`config.mk`:
```
export PLATFORM = sky130hd
export DESIGN_NAME = acappella_core
export DESIGN_NICKNAME = d
export VERILOG_FILES = /design/src/rtl/acappella_core.sv
export SDC_FILE = /design/constraint.sdc
export NUM_CORES = 1
export LEC_CHECK = 0
export CORE_AREA = 2 2 146 148
export CTS_CLUSTER_DIAMETER = 200
export CTS_CLUSTER_SIZE = 16
export DETAILED_ROUTE_END_ITERATION = 12
export DIE_AREA = 0 0 148 150
export GPL_TIMING_DRIVEN = 0
export PLACE_DENSITY = 0.73
export SLEW_MARGIN = 20
export SYNTH_ARGS = -nofsm -noshare
export SYNTH_HDL_FRONTEND = slang
export SYNTH_SLANG_ARGS = --single-unit
```
`constraint.sdc`:
```
create_clock -name i_clk -period 4.74 [get_ports i_clk]
set_clock_uncertainty 0.05 [all_clocks]
set_input_delay 0.711 -clock i_clk [delete_from_list [all_inputs] [get_ports i_clk]]
set_output_delay 0.711 -clock i_clk [all_outputs]
set_load 0.01 [all_outputs]
```
`src/rtl/acappella_core.sv`:
```
// Records {left,right} ADC pairs into SDRAM and plays them back to the DAC. Each word costs one SDRAM access.
// SDRAM strobes are held until waitrequest is low. DAC valids are held until each channel's ready, and the next read waits for both channels.
module acappella_core #(
    parameter int                ADDR_W   = 23,
    parameter logic [ADDR_W-1:0] MAX_ADDR = 23'h7FFFFF
) (
    input  logic              i_clk,
    input  logic              i_rst,
    input  logic [3:0]        KEY,
    input  logic [17:0]       SW,
    output logic [8:0]        LEDG,
    output logic              from_adc_left_channel_ready,
    input  logic [15:0]       from_adc_left_channel_data,
    input  logic              from_adc_left_channel_valid,
    output logic              from_adc_right_channel_ready,
    input  logic [15:0]       from_adc_right_channel_data,
    input  logic              from_adc_right_channel_valid,
    output logic [15:0]       to_dac_left_channel_data,
    output logic              to_dac_left_channel_valid,
    input  logic              to_dac_left_channel_ready,
    output logic [15:0]       to_dac_right_channel_data,
    output logic              to_dac_right_channel_valid,
    input  logic              to_dac_right_channel_ready,
    output logic [ADDR_W-1:0] new_sdram_controller_0_s1_address,
    output logic [3:0]        new_sdram_controller_0_s1_byteenable_n,
    output logic              new_sdram_controller_0_s1_chipselect,
    output logic [31:0]       new_sdram_controller_0_s1_writedata,
    output logic              new_sdram_controller_0_s1_read_n,
    output logic              new_sdram_controller_0_s1_write_n,
    input  logic [31:0]       new_sdram_controller_0_s1_readdata,
    input  logic              new_sdram_controller_0_s1_readdatavalid,
    input  logic              new_sdram_controller_0_s1_waitrequest
);
    typedef enum logic [2:0] {
        IDLE, REC_CAPTURE, REC_WRITE, PLAY_READ, PLAY_WAIT, PLAY_OUT
    } state_t;

    state_t            state, state_nxt;
    logic [2:0]        key_q, key_edge;
    logic [ADDR_W-1:0] addr;
    logic [ADDR_W:0]   len, len_nxt, addr_inc;
    logic              full;
    logic              have_l, have_r;
    logic [15:0]       smp_l, smp_r;
    logic [31:0]       wdata;
    logic [15:0]       dac_l, dac_r;
    logic              dac_l_vld, dac_r_vld;
    logic              in_rec, in_play, nxt_play, wr_done, cap_l, cap_r, cap_both, out_both;
    logic              unused_in;

    assign unused_in = ^{KEY[3], SW[17:1]};
    assign key_edge  = KEY[2:0] & ~key_q;
    assign in_rec    = (state == REC_CAPTURE) || (state == REC_WRITE);
    assign in_play   = (state == PLAY_READ) || (state == PLAY_WAIT) || (state == PLAY_OUT);
    assign nxt_play  = (state_nxt == PLAY_READ) || (state_nxt == PLAY_WAIT) || (state_nxt == PLAY_OUT);
    assign wr_done   = (state == REC_WRITE) && !new_sdram_controller_0_s1_waitrequest;
    assign cap_l     = from_adc_left_channel_valid && from_adc_left_channel_ready;
    assign cap_r     = from_adc_right_channel_valid && from_adc_right_channel_ready;
    assign cap_both  = (state == REC_CAPTURE) && (have_l || cap_l) && (have_r || cap_r);
    assign out_both  = (state == PLAY_OUT) && (!dac_l_vld || to_dac_left_channel_ready)
                                           && (!dac_r_vld || to_dac_right_channel_ready);
    assign addr_inc  = {1'b0, addr} + 1'b1;
    // A write completing in the same cycle as a play request still counts toward the playable length.
    assign len_nxt   = wr_done ? addr_inc : len;

    always_ff @(posedge i_clk or negedge i_rst) begin
        if (!i_rst) state <= IDLE;
        else        state <= state_nxt;
    end

    always_comb begin
        state_nxt = state;
        if (key_edge[2]) begin
            state_nxt = IDLE;
        end else if (key_edge[1] && !in_play) begin
            state_nxt = (len_nxt != '0) ? PLAY_READ : IDLE;
        end else if (key_edge[0] && !in_rec) begin
            state_nxt = REC_CAPTURE;
        end else begin
            case (state)
                REC_CAPTURE: if (cap_both) state_nxt = REC_WRITE;
                REC_WRITE:   if (wr_done) state_nxt = (addr == MAX_ADDR) ? IDLE : REC_CAPTURE;
                PLAY_READ:   if (!new_sdram_controller_0_s1_waitrequest) state_nxt = PLAY_WAIT;
                PLAY_WAIT:   if (new_sdram_controller_0_s1_readdatavalid) state_nxt = PLAY_OUT;
                PLAY_OUT:    if (out_both) state_nxt = (addr_inc == len && !SW[0]) ? IDLE : PLAY_READ;
                default:     state_nxt = IDLE;
            endcase
        end
    end

    always_comb begin
        new_sdram_controller_0_s1_chipselect = 1'b0;
        new_sdram_controller_0_s1_write_n    = 1'b1;
        new_sdram_controller_0_s1_read_n     = 1'b1;
        from_adc_left_channel_ready          = 1'b1;
        from_adc_right_channel_ready         = 1'b1;
        case (state)
            REC_CAPTURE: begin
                from_adc_left_channel_ready  = !have_l;
                from_adc_right_channel_ready = !have_r;
            end
            REC_WRITE: begin
                new_sdram_controller_0_s1_chipselect = 1'b1;
                new_sdram_controller_0_s1_write_n    = 1'b0;
                from_adc_left_channel_ready          = 1'b0;
                from_adc_right_channel_ready         = 1'b0;
            end
            PLAY_READ: begin
                new_sdram_controller_0_s1_chipselect = 1'b1;
                new_sdram_controller_0_s1_read_n     = 1'b0;
            end
            default: ;
        endcase
        LEDG = {6'b0, full, in_play, in_rec};
    end

    always_ff @(posedge i_clk or negedge i_rst) begin
        if (!i_rst) begin
            key_q     <= '0;
            addr      <= '0;
            len       <= '0;
            full      <= 1'b0;
            have_l    <= 1'b0;
            have_r    <= 1'b0;
            smp_l     <= '0;
            smp_r     <= '0;
            wdata     <= '0;
            dac_l     <= '0;
            dac_r     <= '0;
            dac_l_vld <= 1'b0;
            dac_r_vld <= 1'b0;
        end else begin
            key_q <= KEY[2:0];
            len   <= len_nxt;

            if (state_nxt == REC_CAPTURE && !in_rec)                      full <= 1'b0;
            else if (wr_done && addr == MAX_ADDR)                         full <= 1'b1;

            if (state_nxt == REC_CAPTURE && !in_rec)                      addr <= '0;
            else if (state_nxt == PLAY_READ && !in_play)                  addr <= '0;
            else if (wr_done && state_nxt == REC_CAPTURE)                 addr <= addr_inc[ADDR_W-1:0];
            else if (out_both && state_nxt == PLAY_READ)
                addr <= (addr_inc == len) ? '0 : addr_inc[ADDR_W-1:0];

            if (state == REC_CAPTURE && state_nxt == REC_CAPTURE) begin
                if (cap_l) begin have_l <= 1'b1; smp_l <= from_adc_left_channel_data;  end
                if (cap_r) begin have_r <= 1'b1; smp_r <= from_adc_right_channel_data; end
            end else begin
                have_l <= 1'b0;
                have_r <= 1'b0;
            end
            if (cap_both && state_nxt == REC_WRITE)
                wdata <= {have_l ? smp_l : from_adc_left_channel_data,
                          have_r ? smp_r : from_adc_right_channel_data};

            if (!nxt_play) begin
                dac_l_vld <= 1'b0;
                dac_r_vld <= 1'b0;
                dac_l     <= '0;
                dac_r     <= '0;
            end else if (state == PLAY_WAIT && state_nxt == PLAY_OUT) begin
                dac_l_vld <= 1'b1;
                dac_r_vld <= 1'b1;
                dac_l     <= new_sdram_controller_0_s1_readdata[31:16];
                dac_r     <= new_sdram_controller_0_s1_readdata[15:0];
            end else if (state == PLAY_OUT) begin
                if (to_dac_left_channel_ready)  dac_l_vld <= 1'b0;
                if (to_dac_right_channel_ready) dac_r_vld <= 1'b0;
            end
        end
    end

    assign new_sdram_controller_0_s1_address      = addr;
    assign new_sdram_controller_0_s1_writedata    = wdata;
    assign new_sdram_controller_0_s1_byteenable_n = 4'b0000;
    assign to_dac_left_channel_data               = dac_l;
    assign to_dac_right_channel_data              = dac_r;
    assign to_dac_left_channel_valid              = dac_l_vld;
    assign to_dac_right_channel_valid             = dac_r_vld;
endmodule

```
==> After elaboration in Yosys (flattened, before gate mapping) <==
Cells that the tools add are included.
{ "word_totals": {"ff_bits": 154, "inputBits": 94, "word_cells": 121} }
{ "op_classes": {"n_reduce_logical": 43, "muxes": 43, "bitwise": 2, "eq_ne": 18, "add_sub_neg": 1} }
{ "op_table": {"columns": ["cell", "n"], "rows": [
  ["$mux W23", 5],
  ["$mux W16", 6],
  ["$add A23 B1 Y24 const B", 1],
  ["$eq A24 B24 Y1", 1],
  ["$mux W24", 1],
  ["$mux W3", 8],
  ["$reduce_bool A24 Y1", 1],
  ["$eq A23 B23 Y1 const B", 1],
  ["$logic_and A1 B1 Y1", 18],
  ["$mux W1", 18],
  ["$pmux W3 S5", 1],
  ["$eq A3 B2 Y1 const B", 4],
  ["$eq A3 B3 Y1 const B", 4],
  ["$logic_or A1 B1 Y1", 9],
  ["$logic_not A1 Y1", 8],
  ["$reduce_and A2 Y1", 4],
  ["$eq A3 B1 Y1 const B", 2],
  ["$ne A3 B2 Y1 const B", 2],
  ["$mux W2", 2],
  ["$ne A2 B2 Y1 const B", 2],
  ["$pmux W1 S2", 2],
  ["$reduce_bool A4 Y1", 1],
  ["$and A3 B3 Y3", 1],
  ["$ne A3 B1 Y1 const B", 1],
  ["other kinds (4)", 4]
]} }

==> Logic depth before layout (Yosys ltp) <==
{ "logic_depth": {"depth_word": 17, "depth_mapped": 16, "mapped_depth_nobuf": 12} }

==> Least setup slack after synthesis <==
Ideal clock, no wire load.
{ "synth_timing": {"kind": "reg-to-reg", "start": "register addr[1], in the netlist new_sdram_controller_0_s1_address[1]", "end": "register wdata[10], in the netlist new_sdram_controller_0_s1_writedata[10]", "path_slack_ns": 0.714, "period_less_slack_ns": 4.026, "path_stages_with_launch": 15, "setup_time_ns": 0.127, "arrival_time_ns": 3.849, "path_cell_list": "dfrtp_1 ha_1 buf_2 nand4_1 or4_1 nor3_1 xnor2_1 o221ai_1 or3_1 nor4_2 nand2b_2 inv_2 nor4b_4 buf_6 mux2_1"} }
{ "synth_between": {"elab_chain_cells": 11, "word_cells_on_any_way": 17, "classes_between": "1 x add/sub; 3 x eq/ne; 10 x mux; 3 x reduce/logical"} }
{ "synth_rtl": {"columns": ["element", "line_no", "source"], "rows": [
  ["from (decl)", "40", "logic [ADDR_W-1:0] addr;"],
  ["from (signal assigned)", "141", "else if (wr_done && state_nxt == REC_CAPTURE) addr <= addr_inc[ADDR_W-1:0];"],
  ["from (signal assigned)", "143", "addr <= (addr_inc == len) ? '0 : addr_inc[ADDR_W-1:0];"],
  ["$add A23 B1 Y24", "62", "assign addr_inc = {1'b0, addr} + 1'b1;"],
  ["$eq A24 B24 Y1", "85", "PLAY_OUT: if (out_both) state_nxt = (addr_inc == len && !SW[0]) ? IDLE : PLAY_READ;"],
  ["$logic_and A1 B1 Y1", "85", null],
  ["$mux W2", "85", null],
  ["$mux W3", "85", null],
  ["$pmux W3 S5", "80", "case (state)"],
  ["$mux W3", "77", "end else if (key_edge[0] && !in_rec) begin"],
  ["$mux W3 *", "75", "end else if (key_edge[1] && !in_play) begin"],
  ["$mux W3 *", "73", "if (key_edge[2]) begin"],
  ["named net state_nxt[0]", "38", "state_t state, state_nxt;"],
  ["$eq A3 B2 Y1 *", "152", "if (cap_both && state_nxt == REC_WRITE)"],
  ["$logic_and A1 B1 Y1 *", "152", null],
  ["to (signal assigned)", "153", "wdata <= {have_l ? smp_l : from_adc_left_channel_data,"],
  ["to (decl)", "45", "logic [31:0] wdata;"]
]} }
Mark *: on every way through the listed nets, which the timed path passes. The rest lies on a longest branch.
A chain may end at the register's enable or synchronous reset.

==> Final worst setup path <==
{ "layout_timing": {"start": "register addr[0], in the netlist new_sdram_controller_0_s1_address[0]", "end": "register addr[17], in the netlist new_sdram_controller_0_s1_address[17]"} }
{ "layout_between": {"elab_chain_cells": 14, "word_cells_on_any_way": 27, "classes_between": "1 x add/sub; 4 x eq/ne; 15 x mux; 7 x reduce/logical"} }
{ "layout_rtl": {"columns": ["element", "line_no", "source"], "rows": [
  ["$add A23 B1 Y24", "62", null],
  ["$eq A24 B24 Y1", "85, 143", null],
  ["$logic_and A1 B1 Y1", "85", null],
  ["$mux W2", "85", null],
  ["$mux W3", "85", null],
  ["$pmux W3 S5", "80", null],
  ["$mux W3", "77", null],
  ["$mux W3", "75", null],
  ["$mux W3", "73", null],
  ["$eq A3 B1 Y1", "139, 141", null],
  ["$logic_and A1 B1 Y1", "141", null],
  ["$mux W23", "141", null],
  ["$mux W23", "140", "else if (state_nxt == PLAY_READ && !in_play) addr <= '0;"],
  ["$mux W23", "139", "if (state_nxt == REC_CAPTURE && !in_rec) addr <= '0;"]
]} }
Parallel ways exist; a longest one is shown, timed or not. The select of a mux whose other input is x is not followed.

==> results by group <==
Critical path
  – CP Max Fanout: 10
  – Reg2reg setup slack: 240 ps
  – CP Cell Sequence: buf_2, nand4_1, buf_2, or4_1, o21ai_0, o2111ai_1, a22oi_1, nand4b_1, and2_1, a21oi_2, nand3_1, clkbuf_2, o22ai_1
  – CP top delay family: simple AND/OR/NAND/NOR gates
  – Worst Path Arrival: 4780 ps
  – Critical Path End Type: register
  – Category of the most critical setup path: reg -> reg
  – Crit-path max cell delay: 660 ps
  – Worst Path Required: 5020 ps
  – Crit path max-delay cell type: or4_1
  – Most used cell, CP: buf_2
  – Crit start category: register
  – Crit path buf inv count: 3

Finish
  – Final net count: 1066
  – Share of post-route cells with drive strength above 1: 0.166
  – N_diodes: 0
  – Fill cells: 1927
  – Finished Layout Cells: 1258
  – Fin util: 0.525
  – Area Growth Syn to Fin: 34.3%

Global routing
  – Total GRT Usage: 0.205
  – Vias in the first global route: 6890
  – Gr ovfl total: 0
  – Largest net degree at the start of global routing: 87
  – First-pass GRT wire length: 36300 µm
  – Antenna violations before repair: 0

Timing
  – Setup TNS: 0 ps
  – Slew headroom: 0.520
  – Final period utilization: 0.949
  – Fin crit period: 4500 ps
  – RSZ-0062 raised after global routing: no
  – Slew Viols, Final: 0
  – Count of final setup violators: 0
  – Hold slack: 198 ps
  – Hold Violations, Final: 0
  – Fmax achieved: 222 MHz
  – Worst-margin pin slew: 714 ps

Detailed routing
  – Iter 0 DRT Violations: 434
  – Routed len/inst: 17.7 µm
  – WL final: 22300 µm
  – Antenna viol nets, final: 0
  – Via density per instance: 5.36
  – Vias: 6743
  – DRT Pass-1 Iters: 5
  – Post-route DRC: 0

Floorplan
  – Die ar.: 0.0222 mm²
  – Floorplan row count: 53
  – Core Box Area: 0.0207 mm²
  – Initial Util: 0.391
  – Die W: 148 µm
  – Die Height: 150 µm
  – Boundary pin count: 201

CTS
  – CTS tree: yes
  – Latest clock arrival within the worst-skew pair: 420 ps
  – Clock Tree Buf Depth: 2
  – Clock root buffer: clkbuf_16
  – CTS buffer count: 17
  – Worst-path clk slew: 70 ps
  – H-tree depth: 4
  – Clk sinks: 154

Logic synthesis
  – Post-synth EDFFs: 0
  – Sequential fraction of the synthesis area: 0.476
  – #FFs+latches synth: 154
  – Syn Inst Count: 769
  – Synth area leader: dfrtp_1
  – Post-synth ARST share: 1.00
  – Mapped Avg Cell Area: 10.5 µm²
  – Prevailing post-synth register cell: dfrtp_1
  – Area contributors post-synth: dfrtp_1 48%, mux2_2 9.2%, mux2_1 4.2%
  – Synth top area share: 0.476
  – YS warnings: 0
  – Yosys cell types: 71
  – Synth Cell Area: 0.00809 mm²

Place
  – # placed instances: 1226
  – PortBufs: 172
  – Placer Congestion: 0.902
  – Post-DP HPWL: 16200 µm

Status
  – Status: completed

Pwr
  – LEAKAGE: 4.53 nW
  – Worst vdd ir: 280 µV
  – Final Total Pwr: 5.46 mW
  – Pwr/cell area: 502 mW/mm²

Run
  – Max-cap violations: 0

Min path
  – Hold Path Class: in -> async
cell families after synthesis:
kind of cell             after synthesis  share of synthesized area
adder cells (fa/ha/maj)                2                    0.00309
XOR/XNOR                              37                     0.0401
AO/OA/AOI/OAI                        171                      0.145
buffers and inverters                 96                     0.0583
other                                  1                   0.000464
AND/OR/NAND/NOR                      209                      0.140
flip-flops                           154                      0.476
multiplexers                          99                      0.137
path summary, 6_finish.rpt:
path	from	endpoint	cells past startpoint
worst max register to register	new_sdram_controller_0_s1_address[0]	new_sdram_controller_0_s1_address[17]	13
worst min-delay path	i_rst	new_sdram_controller_0_s1_address[13]	1
worst max-delay path	new_sdram_controller_0_s1_address[0]	new_sdram_controller_0_s1_address[17]	13
min in group i_clk	new_sdram_controller_0_s1_writedata[23]	new_sdram_controller_0_s1_writedata[23]	1
worst min register to register	new_sdram_controller_0_s1_writedata[23]	new_sdram_controller_0_s1_writedata[23]	1
max in group asynchronous	i_rst	to_dac_left_channel_valid	2
cell usage in the layout, fill, tap and decap left out, drive strengths merged, types with 3 or more instances in the layout:
| cell type | instances |
|---|---|
| conb | 10 |
| nor2b | 7 |
| dfrtp | 154 |
| a31oi | 11 |
| a22o | 35 |
| nor4 | 15 |
| o22ai | 18 |
| buf | 41 |
| clkdlybuf4s50 | 171 |
| o2bb2ai | 3 |
| and2 | 3 |
| mux2i | 3 |
| o221ai | 3 |
| nand3 | 25 |
| clkbuf | 40 |
| or3 | 6 |
| o21ai | 21 |
| or4 | 7 |
| xor2 | 14 |
| nand4 | 9 |
| nand3b | 4 |
| a2111oi | 4 |
| a21oi | 44 |
| inv | 47 |
| mux2 | 96 |
| o2111ai | 3 |
| nand2 | 51 |
| xnor2 | 23 |
| o211ai | 4 |
| nor2 | 41 |
| nand2b | 4 |
| and3 | 8 |
| nor3 | 20 |
| o31ai | 4 |
stage by stage:
step           instance area, µm²  setup slack [ps]
6_report                    10900               243
5_1_grt                     10900              1.64
4_1_cts                     10800              16.6
3_5_place_dp                10200              -623
3_3_place_gp                10200             -3670
2_1_floorplan                8120               714
power breakdown:
| part | switching, mW | leakage (nW) | internal, mW |
|---|---|---|---|
| combinational | 1.10 | 2.25 | 1.01 |
| clock | 0.630 | 0.280 | 0.705 |
| sequential | 0.303 | 2.00 | 1.71 |
area by class of cell:
type | count | area, µm² | area share
plain buffers | 60 | 343 | 0.0316
clock buffers | 18 | 429 | 0.0395
clock inverters | 14 | 141 | 0.0130
inverters | 35 | 131 | 0.0121
multi-input cells | 528 | 3860 | 0.355
flip-flops and latches | 154 | 3850 | 0.355
well taps | 275 | 344 | 0.0317
repair buffers | 174 | 1760 | 0.162
sequential cells by signal, summed over array words and instances (netlist names):
signal / count
new_sdram_controller_0_s1_writedata: 32
new_sdram_controller_0_s1_address: 23
len: 24
to_dac_right_channel_valid: 1
smp_r: 16
have_r: 1
to_dac_left_channel_valid: 1
full: 1
have_l: 1
to_dac_left_channel_data: 16
key_q: 3
state: 3
smp_l: 16
to_dac_right_channel_data: 16
metal layers:
metal  part of all wire  wire length, µm  track usage
met5                  0                0            0
met1               0.43             9520        0.271
met4              0.017              384       0.0562
met3              0.084             1880       0.0655
met2               0.47            10500        0.327
repair_timing:
item	CTS	global route
hold endpoints to repair	0	0
buffers inserted	0	1
pin swaps	0	1
gates resized for setup	4	14
hold buffers	0	0
endpoints found under the setup margin	61	96
Yosys cell counts, types with 13 or more instances:
cell type / instances
mux2_2: 66
nand3_1: 23
mux2_1: 30
clkbuf_1: 21
nor3_1: 19
a22o_1: 35
nand2_1: 51
dfrtp_1: 154
buf_2: 13
a21oi_1: 44
xnor2_1: 23
o22ai_1: 18
buf_4: 19
o21ai_0: 20
inv_1: 34
xor2_1: 14
nor2_1: 41
No activity file was read; power rests on OpenSTA's default activity.
